==> src/rtl/seq_pc_ctrl.sv <==
// Fetch/run controller: program counter, writable jump table, req/done run handshake.
// Optional macro JUMP_CNT_EN adds a saturating jump_cnt output.
module seq_pc_ctrl #(
   parameter int D          = 12,
   parameter int LW         = 5,
   parameter int START_ADDR = 0,
   parameter int HALT_ADDR  = 128,
   parameter int CW         = 16
) (
   input  logic          clk,
   input  logic          reset,
   input  logic          req,
   input  logic          stall,
   input  logic          halt,
   input  logic          reljump_en,
   input  logic          absjump_en,
   input  logic [LW-1:0] lut_addr,
   input  logic          lut_wr_en,
   input  logic [LW-1:0] lut_wr_addr,
   input  logic [D-1:0]  lut_wr_data,
   output logic [D-1:0]  prog_ctr,
   output logic          running,
   output logic          done,
   output logic [CW-1:0] cycle_cnt
`ifdef JUMP_CNT_EN
   ,
   output logic [CW-1:0] jump_cnt
`endif
);

   typedef enum logic [1:0] {
      S_IDLE = 2'b00,
      S_RUN  = 2'b01,
      S_DONE = 2'b10
   } state_t;

   localparam logic [D-1:0]  START_PC = START_ADDR[D-1:0];
   localparam logic [D-1:0]  HALT_PC  = HALT_ADDR[D-1:0];
   // An out-of-range halt address can never be reached by a D-bit PC.
   localparam logic          HALT_OK  = (HALT_ADDR < (1 << D));
   localparam logic [CW-1:0] CNT_MAX  = {CW{1'b1}};
   localparam logic [CW-1:0] CNT_ONE  = {{(CW-1){1'b0}}, 1'b1};
   localparam logic [D-1:0]  PC_ONE   = {{(D-1){1'b0}}, 1'b1};

   state_t          r_state, w_state_nxt;
   logic [D-1:0]    r_pc, w_pc_nxt;
   logic [CW-1:0]   r_cnt, w_cnt_nxt;
   logic            r_running, r_done;
   logic [D-1:0]    r_table [2**LW];
   logic [D-1:0]    w_target;
   logic [D-1:0]    w_next_pc;

   assign w_target = r_table[lut_addr];

   always_comb begin
      w_state_nxt = r_state;
      w_pc_nxt    = r_pc;
      w_cnt_nxt   = r_cnt;
      if (stall)           w_next_pc = r_pc;
      else if (absjump_en) w_next_pc = w_target;
      else if (reljump_en) w_next_pc = r_pc + w_target;
      else                 w_next_pc = r_pc + PC_ONE;
      case (r_state)
         S_IDLE: begin
            w_pc_nxt = START_PC;
            if (req) begin
               w_state_nxt = S_RUN;
               w_cnt_nxt   = {CW{1'b0}};
            end else begin
               w_state_nxt = S_IDLE;
            end
         end
         S_RUN: begin
            if (r_cnt != CNT_MAX) w_cnt_nxt = r_cnt + CNT_ONE;
            else                  w_cnt_nxt = r_cnt;
            if (halt) begin
               w_state_nxt = S_DONE;
            end else if (HALT_OK && (w_next_pc == HALT_PC)) begin
               w_state_nxt = S_DONE;
               w_pc_nxt    = HALT_PC;
            end else begin
               w_pc_nxt    = w_next_pc;
            end
         end
         S_DONE: begin
            if (!req) begin
               w_state_nxt = S_IDLE;
               w_pc_nxt    = START_PC;
            end else begin
               w_state_nxt = S_DONE;
            end
         end
         default: begin
            w_state_nxt = S_IDLE;
            w_pc_nxt    = START_PC;
         end
      endcase
   end

   always_ff @(posedge clk) begin
      if (reset) begin
         r_state   <= S_IDLE;
         r_pc      <= START_PC;
         r_cnt     <= {CW{1'b0}};
         r_running <= 1'b0;
         r_done    <= 1'b0;
      end else begin
         r_state   <= w_state_nxt;
         r_pc      <= w_pc_nxt;
         r_cnt     <= w_cnt_nxt;
         r_running <= (w_state_nxt == S_RUN);
         r_done    <= (w_state_nxt == S_DONE);
      end
   end

   // Registered table write: a same-cycle read still sees the old entry.
   always_ff @(posedge clk) begin
      if (reset) begin
         for (int i = 0; i < 2**LW; i++) r_table[i] <= {D{1'b0}};
      end else if (lut_wr_en) begin
         r_table[lut_wr_addr] <= lut_wr_data;
      end
   end

`ifdef JUMP_CNT_EN
   logic [CW-1:0] r_jcnt;

   always_ff @(posedge clk) begin
      if (reset) begin
         r_jcnt <= {CW{1'b0}};
      end else if (r_state == S_IDLE && req) begin
         r_jcnt <= {CW{1'b0}};
      end else if (r_state == S_RUN && !stall && !halt && (absjump_en || reljump_en)
                   && r_jcnt != CNT_MAX) begin
         r_jcnt <= r_jcnt + CNT_ONE;
      end
   end

   assign jump_cnt = r_jcnt;
`endif

   assign prog_ctr  = r_pc;
   assign running   = r_running;
   assign done      = r_done;
   assign cycle_cnt = r_cnt;

endmodule

==> config.mk <==
export PLATFORM = sky130hd
export DESIGN_NAME = seq_pc_ctrl
export DESIGN_NICKNAME = d
export VERILOG_FILES = /design/src/rtl/seq_pc_ctrl.sv
export SDC_FILE = /design/constraint.sdc
export NUM_CORES = 1
export LEC_CHECK = 0
export ABC_AREA = 0
export BUFFER_PORTS_ARGS = -buffer_cell sky130_fd_sc_hd__buf_2
export CAP_MARGIN = 15
export CORE_MARGIN = 4
export CORE_UTILIZATION = 62
export DETAILED_ROUTE_END_ITERATION = 10
export PLACE_DENSITY = 0.86
export SLEW_MARGIN = 20
export SYNTH_ARGS = -nofsm -noshare
export SYNTH_HDL_FRONTEND = slang
export SYNTH_SLANG_ARGS = --single-unit
==> constraint.sdc <==
create_clock -name clk -period 5 [get_ports clk]
set_clock_uncertainty 0.05 [all_clocks]
set_input_delay 0 -clock clk [delete_from_list [all_inputs] [get_ports clk]]
set_output_delay 0 -clock clk [all_outputs]
set_load 0.005 [all_outputs]
==> run metrics <==
clk buf depth 3; top-count cell post-synth and2_1; reg2reg end r_state[0]; Cell Area, Synth 19830 sq um; number of global-route vias before repair 12410; die width 186.9 um; Reg2Reg Depth 14; timing endpoint of the critical path r_state[0]; EDFF count, synth 384; All-Layer GR Usage 0.2788; Synth Instances 1410; max incr delay on CP 570 ps; leakage power 7.776 nW; final wirelength 48380 um; CP max-delay cell dlygate4sd3_1; CP Max Fanout 6; Main synth FF type edfxtp_1; floorplan row count 65; Async SR Flop Fraction 0; port bufs 59; number of synthesized register bits 416; clock-pin slew on the worst setup and hold paths 60 ps; Root Driver clkbuf_16; I/O pin count 60; clk_lat worst skew 550 ps; Yosys top cell by area edfxtp_1; largest net degree at the start of global routing 51; startpoint types flip-flop; Distinct cells, synth 62; R2R Setup Slk 130 ps; Tcrit/Tclk final 0.9731; top cells by count, synth and2_1 (391), edfxtp_1 (384), mux4_2 (104); top cell type's share of synthesized area 0.5814; CP Data Required Time 5360 ps; Slew Limit Fails 0; number of vias per cell 6.493; worst r2r src r_table[9][2]; first-pass GRT wire length 74600 um; largest cells by area after synthesis edfxtp_1 (58%), and2_1 (12%), mux4_2 (12%); clk sinks 416; Core Box Area 31560 sq um; crit path from r_table[9][2]; RSZ-0062 raised after global routing no; residual DRC count 0; post-synthesis sequential area ratio 0.6137; Net count, final 1488; Initial DRT Pass Iterations 6; Antenna Violating Nets Remaining 0; final setup vio count 0; area delta synth->final 10.29%; Max-cap violations 0; total negative slack 0 ps; worst min path class input pin to flip-flop; Power Density 352.8 nW/um^2; Tmin final 4866 ps; worst path arrival time 5230 ps; Vias 12190; Highest Clock Rate 205.5 MHz; die height 186.9 um; Initial Util 0.6285; normalized max-slew margin 0.2282; Inserted Clock Buffers 43; CTS tree yes; run status complete, no violations; Iter 0 DRT Violations 1973; total congestion overflow 0; pre-CTS setup slack 131.7 ps; layout cells sized above 1 0.1920; WL/cell 25.78 um; WS Path Type flip-flop to flip-flop; Detail Placement HPWL 30710 um; H-tree depth 2; Worst setup EP type flip-flop; final hold violation count 0; die area 34910 sq um; Slew @ Worst Pin 1153 ps; crit-path cells mux4_2, mux4_2, mux2i_1, and2b_1, ha_1, nand3_1, o211ai_1, a221oi_2, o21ai_1, or3b_2, and4b_1, a31oi_1, o21ai_1, dlygate4sd3_1; Mapped Nets 1453; Synth Area per Inst 14.07 sq um; initial antenna violation count 5; final worst slack 134.3 ps; Ys Warns 0; routability congestion estimate 0.9562; VDD IR max 0.0002961 V
==> layer usage <==
layer	up-vias	GRT usage	wire (um)
li1	5251	-	-
met1	5965	0.3842	17770
met2	830	0.4503	23240
met3	135	0.05711	5556
met4	6	0.1001	1776
met5	-	0	36
==> flip-flops by register name, summed over array words and instances (netlist names) <==
register   cells
r_table      384
cycle_cnt     16
prog_ctr      12
r_state        2
done           1
running        1
==> report_power, final <==
group | internal (W) | switching (W)
clock | 0.00173 | 0.00129
combinational | 0.000269 | 0.000398
sequential | 0.00397 | 0.0000618
total | 0.00597 | 0.00175
==> metrics by stage <==
| step | instance area (sq um) | total power [W] | cells | utilization | hold slack [ps] |
|---|---|---|---|---|---|
| floorplan | 19830 | 0.004506 | 1410 | - | 145.2 |
| global placement | 20480 | 0.004724 | 1796 | 0.6491 | 278.5 |
| detailed placement | 20490 | 0.004752 | 1796 | 0.6494 | 283.4 |
| CTS | 21850 | 0.007727 | 1875 | 0.6923 | 36.58 |
| global route | 21870 | 0.007949 | 1877 | 0.6932 | 70.96 |
| finish | 21870 | 0.007717 | 1877 | 0.6932 | 69.47 |
==> critical path: cells and delay by family (launching register included) <==
family / cells / cell delay (ps)
AOI/OAI and AO/OA: 5 / 1090
buffers and inverters: 1 / 570
DFF: 1 / 420
adders and majority gates: 1 / 310
muxes: 3 / 1310
and+or+nand+nor: 4 / 1010
==> cell usage in the layout (no fill, tap or decap), types with 14 or more instances in the layout <==
| cell type | count |
|---|---|
| mux4_2 | 104 |
| clkinv_1 | 14 |
| a21oi_1 | 18 |
| nand2_1 | 37 |
| mux2i_1 | 17 |
| nor2_1 | 79 |
| clkbuf_16 | 45 |
| o21ai_1 | 29 |
| buf_2 | 57 |
| buf_4 | 41 |
| dfxtp_1 | 32 |
| and2_1 | 391 |
| inv_1 | 14 |
| edfxtp_1 | 384 |
==> cells by family (layout without fill, tap and decap cells) <==
kind of cell             Yosys count  count (layout)  share of synthesized area
flip-flops                       416             416                     0.6137
XOR/XNOR                          15              15                   0.006624
multiplexers                     131             131                     0.1324
AND/OR/NAND/NOR                  578             578                     0.1688
other                              0               1                          0
buffers and inverters            133             197                    0.02959
adder cells (fa/ha/maj)           13              13                   0.008580
AO/OA/AOI/OAI                    124             124                    0.04031
==> worst min-delay path by stage <==
stage,start,to,slack (ps),depth (start not counted)
floorplan,halt,r_state[0],150,3
global placement,halt,r_state[0],280,4
detailed placement,halt,r_state[0],280,4
CTS,lut_wr_data[8],r_table[19][8],40,2
global route,lut_wr_data[8],r_table[23][8],70,2
finish,lut_wr_data[8],r_table[20][8],70,2
==> cell type report <==
| class | instances | area (sq um) |
|---|---|---|
| fillers | 2064 | 9682 |
| flip-flops and latches | 416 | 12170 |
| clock buffers | 52 | 1152 |
| multi-input cells | 861 | 7102 |
| well taps | 402 | 503.0 |
| diodes | 1 | 2.502 |
| inverters | 15 | 56.30 |
| repair buffers | 108 | 734.5 |
| clock inverters | 22 | 151.4 |
==> what timing repair did <==
| item | in CTS | in global routing |
|---|---|---|
| buffers inserted | 0 | 1 |
| hold buffers | 5 | 0 |
| endpoints found under the setup margin | 0 | 1 |
| endpoints found under the hold margin | 30 | 0 |
| resized for setup | 0 | 3 |
(Power assumes the default switching activity.)
